### config.mk
export PLATFORM = sky130hd
export DESIGN_NAME = fft_peak_detect
export DESIGN_NICKNAME = d
export VERILOG_FILES = /design/src/rtl/fft_peak_detect.sv
export SDC_FILE = /design/constraint.sdc
export NUM_CORES = 1
export LEC_CHECK = 0
export BUFFER_PORTS_ARGS = -buffer_cell sky130_fd_sc_hd__buf_4
export CORE_MARGIN = 3
export CORE_UTILIZATION = 62
export CTS_BUF_LIST = sky130_fd_sc_hd__clkbuf_4 sky130_fd_sc_hd__clkbuf_8
export DETAILED_ROUTE_END_ITERATION = 10
export GPL_TIMING_DRIVEN = 1
export PLACE_DENSITY_LB_ADDON = 0.25
export SETUP_SLACK_MARGIN = 0.4
export SYNTH_ARGS = -nofsm -noshare
export SYNTH_HDL_FRONTEND = slang
export SYNTH_SLANG_ARGS = --single-unit
### constraint.sdc
create_clock -name sys_clk -period 4.3 [get_ports sys_clk]
set_input_delay 0.86 -clock sys_clk [delete_from_list [all_inputs] [get_ports sys_clk]]
set_output_delay 0.86 -clock sys_clk [all_outputs]
set_load 0.03 [all_outputs]
### src/rtl/fft_peak_detect.sv
// Spectral peak detector: finds the strongest bin of each framed FFT
// magnitude-squared stream and reports index/energy once per good frame.
// Ports: sys_clk, sys_rst (sync, active-high); in_amp/in_valid/in_sop/in_eop
// input beats; peak_idx/peak_amp/peak_valid result; frame_err pulse on bad
// framing; frame_cnt good-frame count; busy while a frame is in progress.
// Option: define FFT_PEAK_SKIP_DC_EN to exclude bins 0 and 1 from the search.
module fft_peak_detect #(
  parameter int N     = 1024,
  parameter int IDX_W = 10,
  parameter int AMP_W = 25
) (
  input  logic             sys_clk,
  input  logic             sys_rst,
  input  logic [AMP_W-1:0] in_amp,
  input  logic             in_valid,
  input  logic             in_sop,
  input  logic             in_eop,
  output logic [IDX_W-1:0] peak_idx,
  output logic [AMP_W-1:0] peak_amp,
  output logic             peak_valid,
  output logic             frame_err,
  output logic [15:0]      frame_cnt,
  output logic             busy
);

  typedef enum logic {IDLE, ACC} state_t;

  localparam logic [IDX_W-1:0] LAST = IDX_W'(N - 1);

  state_t           state;
  state_t           state_next;
  logic [IDX_W-1:0] cnt;
  logic [IDX_W-1:0] bin;
  logic [AMP_W-1:0] run_max;
  logic [IDX_W-1:0] run_idx;
  logic [AMP_W-1:0] init_max;
  logic [IDX_W-1:0] init_idx;

  logic start;
  logic both;
  logic acc_beat;
  logic good;
  logic err;
  logic search;
  logic upd;

  // Beat classification. bin is the index of the current beat in ACC.
  always_comb begin
    bin      = cnt + 1'b1;
    start    = in_valid && in_sop && !in_eop;
    both     = in_valid && in_sop && in_eop;
    acc_beat = in_valid && (state == ACC) && !in_sop;
    good     = acc_beat && in_eop && (bin == LAST);
    err      = both
            || (in_valid && in_sop && (state == ACC))
            || (acc_beat && in_eop && (bin != LAST))
            || (acc_beat && !in_eop && (bin == LAST));
`ifdef FFT_PEAK_SKIP_DC_EN
    // Bin 0 never reaches this path; bin 1 is DC leakage.
    search   = !bin[IDX_W-1] && (bin != IDX_W'(1));
    init_max = '0;
    init_idx = IDX_W'(2);
`else
    // Upper half mirrors the lower half for a real input.
    search   = !bin[IDX_W-1];
    init_max = in_amp;
    init_idx = '0;
`endif
    upd      = acc_beat && !in_eop && search && (in_amp > run_max);
  end

  always_ff @(posedge sys_clk) begin
    if (sys_rst) state <= IDLE;
    else         state <= state_next;
  end

  always_comb begin
    state_next = state;
    unique case (state)
      IDLE: begin
        if (start) state_next = ACC;
      end
      ACC: begin
        if (start)
          state_next = ACC;
        else if (both)
          state_next = IDLE;
        else if (acc_beat && (in_eop || bin == LAST))
          state_next = IDLE;
      end
      default: state_next = IDLE;
    endcase
  end

  always_comb begin
    busy = (state == ACC);
  end

  always_ff @(posedge sys_clk) begin
    if (sys_rst) begin
      cnt        <= '0;
      run_max    <= '0;
      run_idx    <= '0;
      peak_idx   <= '0;
      peak_amp   <= '0;
      peak_valid <= 1'b0;
      frame_err  <= 1'b0;
      frame_cnt  <= '0;
    end else begin
      peak_valid <= good;
      frame_err  <= err;
      if (start) begin
        cnt     <= '0;
        run_max <= init_max;
        run_idx <= init_idx;
      end else if (acc_beat) begin
        cnt <= bin;
        if (upd) begin
          run_max <= in_amp;
          run_idx <= bin;
        end
      end
      if (good) begin
        peak_idx  <= run_idx;
        peak_amp  <= run_max;
        frame_cnt <= frame_cnt + 16'd1;
      end
    end
  end

endmodule

==> results of run 1 <==
kinds of logic after synthesis:
family,synth area share
mux,0.0612
fa+ha+maj,0.0723
flops,0.409
buf+inv,0.0622
compound gates,0.135
xor+xnor,0.0343
simple gates,0.227
metrics by stage:
stage               utilization  hold WS (ns)
floorplan                     -         0.432
global placement          0.737         0.440
detailed placement        0.737         0.443
CTS                       0.764         0.457
global route              0.764         0.479
finish                    0.764         0.455
synth_stat cells, drive strengths merged (5+ instances only):
master | instances | area share
inv | 34 | 0.026
nor2 | 27 | 0.021
nor3 | 5 | 0.0052
nand3 | 14 | 0.014
nand4 | 10 | 0.013
nor2b | 6 | 0.0077
nand2 | 143 | 0.11
buf | 12 | 0.018
dfxtp | 99 | 0.41
xnor2 | 11 | 0.020
xor2 | 8 | 0.014
mux2 | 5 | 0.012
o21ai | 15 | 0.015
or3 | 7 | 0.0090
a21oi | 67 | 0.071
a211oi | 13 | 0.020
mux2i | 24 | 0.050
ha | 28 | 0.072
clkbuf | 23 | 0.018
and4 | 5 | 0.010
where the power goes:
group          leakage [nW]  switching, W  total [W]  internal [W]
combinational          1.38     0.0000804   0.000136     0.0000557
clock                 0.100      0.000334   0.000607      0.000273
sequential            0.799    0.00000839   0.000935      0.000927
placed cells by master, fill, tap and decap left out, drive strengths merged, types with 2 or more instances in the layout:
| master | synthesis | final |
|---|---|---|
| nand2 | 143 | 143 |
| dfxtp | 99 | 99 |
| buf | 12 | 88 |
| a21oi | 67 | 67 |
| inv | 34 | 37 |
| ha | 28 | 28 |
| nor2 | 27 | 27 |
| mux2i | 24 | 24 |
| o21ai | 15 | 15 |
| nand3 | 14 | 14 |
| a211oi | 13 | 13 |
| xnor2 | 11 | 11 |
| nand4 | 10 | 10 |
| clkbuf | 23 | 9 |
| xor2 | 8 | 8 |
| or3 | 7 | 7 |
| nor2b | 6 | 6 |
| nor3 | 5 | 5 |
| mux2 | 5 | 5 |
| and4 | 5 | 5 |
| or4 | 4 | 4 |
| and2 | 4 | 4 |
| o31ai | 4 | 4 |
| and3 | 3 | 3 |
| nand3b | 2 | 2 |
| o2111ai | 2 | 2 |
| and3b | 2 | 2 |
| nor3b | 2 | 2 |
| clkinv | 0 | 2 |
| nor4 | 2 | 2 |
| o311ai | 2 | 2 |
metal layers:
metal	vias to the layer above	wire (µm)
li1	2143	-
met5	-	0
met3	14	622
met1	2006	4920
met4	0	157
met2	128	5270
critical path, stage by stage:
cell and delay [ns]:
buf_4 0.12, ha_1 0.31, a211oi_1 0.21, nor2_1 0.07, a2111oi_1 0.72, o211ai_2 0.36
a21oi_4 0.22, buf_4 0.40, mux2i_1 0.26
path summary, 6_finish.rpt:
check               start            to  slack [ns]  cells past startpoint
max             in_amp[6]    run_max[1]        1.05                      9
min reg2reg  peak_amp[18]  peak_amp[18]        0.46                      2
max reg2reg    run_max[6]    run_max[1]        1.25                      9
min          peak_amp[18]  peak_amp[18]        0.46                      2
registers in the layout, summed over array words and instances (netlist names):
register    count
peak_idx       10
busy            1
run_idx        10
peak_valid      1
frame_err       1
cnt            10
peak_amp       25
run_max        25
frame_cnt      16
final cells by class:
cell class / instances / share of cell area
Sequential cell: 99 / 0.350
Tap cell: 99 / 0.0219
Clock buffer: 9 / 0.0219
Clock inverter: 7 / 0.0131
Multi-Input combinational cell: 425 / 0.453
Timing Repair Buffer: 88 / 0.117
Inverter: 34 / 0.0226
==> metrics.cfg, run 1 <==
[worst_setup_path]
cp-end-kind = register
worst_ep_required_time_ns = 4.60
critPathLaunchType = primary input
worstPathArrival_ns = 3.55
critPathKind = in2reg
path_max_fanout = 25

[route]
ant_nets = 0
wl_um = 11000
drc = 0
via_per_inst = 5.64
first_pass_iters = 5
via_count = 4291
wl_per_cell_um = 14.4
drtIter0Drc = 200

[sta]
fin_skew_ns = 0.0127
finalCritPeriodShare = 0.756
setup_viol = 0
worstMarginPinSlew_ns = 0.860
max_slew_margin = 0.426
finalHoldViolCount = 0
setup_tns_ns = 0
report.final.slew_viol_count = 0
layout_setup_ws_ns = 1.05
fmax_mhz = 308
rsz0062_at_grt = false
min_period_ns = 3.25

[synthesis]
syn_inst = 593
yosysWarnings = 0
synth_cell_types = 51
syn_area_per_cell_um2 = 8.18
syn-num-nets = 651
synth-edff-count = 0
ys_ff_latch = 99
synth_seq_area_share = 0.409
synth_area_um2 = 4850
synth_ff_type = dfxtp_1
synth-async-reset-ratio = 0

[global_routing]
grtUsageMet3 = 0.0470
grt_pass1_vias = 3986
grt-busiest-layer = met2
grtUsageMet2 = 0.426
grt_max_degree = 56
antenna_found_initial = 0
overflow = 0
grt_pass1_wl_um = 18500
grt_usage = 0.258
grt_use_met1 = 0.343

[place]
dpl_cell_area_um2 = 5460
dp.cells = 745
port_buffers = 83
preCtsSetupSlack_ns = 0.716
dp_hpwl_um = 7960
gp_congestion = 0.862

[cells_and_area]
multi_input_area_um2 = 2560
final_area_um2 = 5660
regArea_um2 = 1980
nets = 715
n_antenna_cell = 0
final_cells = 761
area_delta_synth_final_pct = 16.7
n_fill_cell = 562
drive_above_1_share = 0.172

[cts]
cts_resized = 0
clk_pin_slew_worst_paths_ns = 0.10
clk_root_buffer_cell = clkbuf_8
cts_made_buffers = 9
clk_latency_ns = 0.37
htreeDepth = 3
clockBufferDepth = 2
numClockSinks = 99
post_cts_buffers = 0
cts_tree = built
cts_hold_buf = 0

[die]
die_w_um = 94.4
initial_core_util = 0.654
core_um2 = 7410
io_pins = 84
rows = 31
die_area_um2 = 8920
dieHeight_um = 94.4

[pwr]
power_w = 0.00168
p_leak_nw = 2.28
ir_worst_vdd_mv = 0.185
power_density_nw_per_um2 = 297

[run_status]
status = finished clean

[min_path]
hp-class = reg2reg

[flow_run]
maxCapViolCount = 0

(Power assumes the default switching activity.)
==> run 2, diff against run 1 <==
--- a/config.mk
+++ b/config.mk
@@ -7,7 +7,7 @@
 export LEC_CHECK = 0
 export BUFFER_PORTS_ARGS = -buffer_cell sky130_fd_sc_hd__buf_4
 export CORE_MARGIN = 3
-export CORE_UTILIZATION = 62
+export CORE_UTILIZATION = 52
 export CTS_BUF_LIST = sky130_fd_sc_hd__clkbuf_4 sky130_fd_sc_hd__clkbuf_8
 export DETAILED_ROUTE_END_ITERATION = 10
 export GPL_TIMING_DRIVEN = 1
==> constraint.sdc (replaced) <==
create_clock -name sys_clk -period 2.8 [get_ports sys_clk]
set_input_delay 0.56 -clock sys_clk [delete_from_list [all_inputs] [get_ports sys_clk]]
set_output_delay 0.56 -clock sys_clk [all_outputs]
set_load 0.03 [all_outputs]
==> metrics.cfg, run 2 (same netlist as run 1, synthesis figures left out) <==
[global_routing]
grt_pass1_wl_um = 18300  ; -1.1%
grt_pass1_vias = 4023  ; +0.93%
grt_use_met1 = 0.278  ; -0.0650
grt_usage = 0.215  ; -0.0427
grtUsageMet2 = 0.366  ; -0.0602
overflow = 0  ; unchanged
grt-busiest-layer = met2
antenna_found_initial = 0  ; unchanged
grtUsageMet3 = 0.0298  ; -0.0172
grt_max_degree = 60  ; +7.1%

[sta]
rsz0062_at_grt = true
holdWs_ns = 0.440  ; -0.0156 ns
finalHoldViolCount = 0  ; unchanged
fmax_mhz = 427
min_period_ns = 2.34
report.final.slew_viol_count = 0  ; unchanged
setup_viol = 0  ; unchanged
max_slew_margin = 0.553  ; +0.127
worstMarginPinSlew_ns = 0.669  ; -0.191 ns
layout_setup_ws_ns = 0.460  ; -0.590 ns
finalCritPeriodShare = 0.836
fin_skew_ns = 0.0160  ; +0.00329 ns
setup_tns_ns = 0  ; unchanged

[cts]
clockBufferDepth = 2  ; unchanged
clk_latency_ns = 0.36  ; about the same
numClockSinks = 99  ; unchanged
cts_made_buffers = 9  ; unchanged
clk_pin_slew_worst_paths_ns = 0.09  ; about the same
clk_root_buffer_cell = clkbuf_8
cts_tree = built
htreeDepth = 3  ; unchanged

[place]
dpl_cell_area_um2 = 5610  ; +2.8%
preCtsSetupSlack_ns = 0.0849  ; -0.631 ns
gp_congestion = 0.901  ; +4.6%
dp_hpwl_um = 8180  ; +2.7%
port_buffers = 83  ; unchanged

[route]
via_count = 4278  ; -0.30%
drtIter0Drc = 175  ; -13%
wl_per_cell_um = 14.6  ; +1.0%
drc = 0  ; unchanged
wl_um = 11400  ; +3.9%
via_per_inst = 5.46  ; -3.1%
ant_nets = 0  ; unchanged
first_pass_iters = 4  ; -1

[cells_and_area]
area_delta_synth_final_pct = 22.2
final_common_cell = nand2_1
drive_above_1_share = 0.215  ; +0.0426
final_cell_mix = nand2_1 (143), buf_4 (96), dfxtp_1 (93)
final_area_um2 = 5930  ; +4.8%
n_antenna_cell = 0  ; unchanged
nets = 728  ; +1.8%
fin_util = 0.667  ; -0.0969
reg.largest.list = peak_amp (25), run_max (25), frame_cnt (16)

[die]
rows = 34  ; +9.7%
die_w_um = 103  ; +8.6%
core_um2 = 8890  ; +20%
initial_core_util = 0.545  ; -0.109
dieHeight_um = 103  ; +8.6%
io_pins = 84  ; unchanged
die_area_um2 = 10500  ; +18%

[min_path]
hold_path_startpoint = in_valid
hold_depth = 2  ; unchanged
holdPathEnd = busy
hp-class = in2reg

[pwr]
ir_worst_vdd_mv = 0.348  ; +88%
p_leak_nw = 2.38  ; +4.5%
power_density_nw_per_um2 = 445  ; +50%

[worst_setup_path]
worst_ep_required_time_ns = 3.08  ; -1.52 ns
r2r_end = run_max[4]
crit_chain = inv_1, ha_1, and4_1, a2111oi_4, o211ai_2, a21oi_4, buf_6, mux2i_1
critPathLaunchType = register
worstPathArrival_ns = 2.62  ; -0.93 ns
rr_startpoint = run_max[8]
critPathKind = reg2reg
reg2reg_depth = 8  ; -1
crit_slowest_cell = dfxtp_1
cp-end-kind = register
path_max_fanout = 9  ; -64%
r2r_slack_ns = 0.46  ; -0.79 ns
slowest_delay_ns = 0.39  ; -0.33 ns

[flow_run]
maxCapViolCount = 0  ; unchanged

[run_status]
status = finished clean

==> run 2: worst max-delay path: cells and delay by family (launching register included) <==
family	cells	cell delay (ns)
compound gates	3	0.87
fa+ha+maj	1	0.30
buf+inv	2	0.27
flops	1	0.39
mux	1	0.20
simple gates	1	0.24
==> run 2: worst max path at each step <==
stage                 from  slack [ns]  cells after the start     endpoint
2_1_floorplan   in_amp[24]        0.40                      8  run_max[10]
3_3_place_gp    in_amp[24]        0.15                      8   run_idx[1]
3_5_place_dp    in_amp[24]        0.08                      9   run_max[4]
4_1_cts        run_max[24]        0.40                      9   run_max[4]
5_1_grt        run_max[24]        0.34                     10   run_max[4]
6_report        run_max[8]        0.46                      8   run_max[4]
==> run 2: final cells by class <==
class | instances | area, µm²
inverter | 34 | 128
timing repair buffer | 101 | 808
clock buffer | 11 | 145
tap | 108 | 135
fill | 761 | 2960
multi-input combinational | 425 | 2660
sequential | 99 | 1990
clock inverter | 5 | 61.3
==> run 2: power breakdown <==
part | internal, W | leakage [nW] | total [W] | switching (W)
sequential | 0.00142 | 0.802 | 0.00144 | 0.0000122
clock | 0.000454 | 0.107 | 0.000969 | 0.000515
combinational | 0.000102 | 1.47 | 0.000236 | 0.000133
total | 0.00198 | 2.38 | 0.00264 | 0.000660
==> run 2: metal layers <==
| layer | wire [µm] | part of all wire |
|---|---|---|
| met5 | 0 | 0 |
| met4 | 187 | 0.016 |
| met3 | 449 | 0.039 |
| met2 | 5570 | 0.49 |
| met1 | 5200 | 0.46 |
==> run 2: timing repair <==
| item | CTS | global route |
|---|---|---|
| hold endpoints to repair | 0 | 0 |
| setup buffers | 0 | 3 |
| pin swaps | 0 | 4 |
| gates resized for setup | 3 | 13 |
| gates cloned | 0 | 1 |
| hold buffers | 0 | 0 |
| endpoints found under the setup margin | 19 | 73 |
==> run 2: per-stage QoR <==
step	total power (W)	std cells
floorplan	0.00161	593
global placement	0.00169	763
detailed placement	0.00169	763
CTS	0.00265	779
global route	0.00275	783
finish	0.00264	783
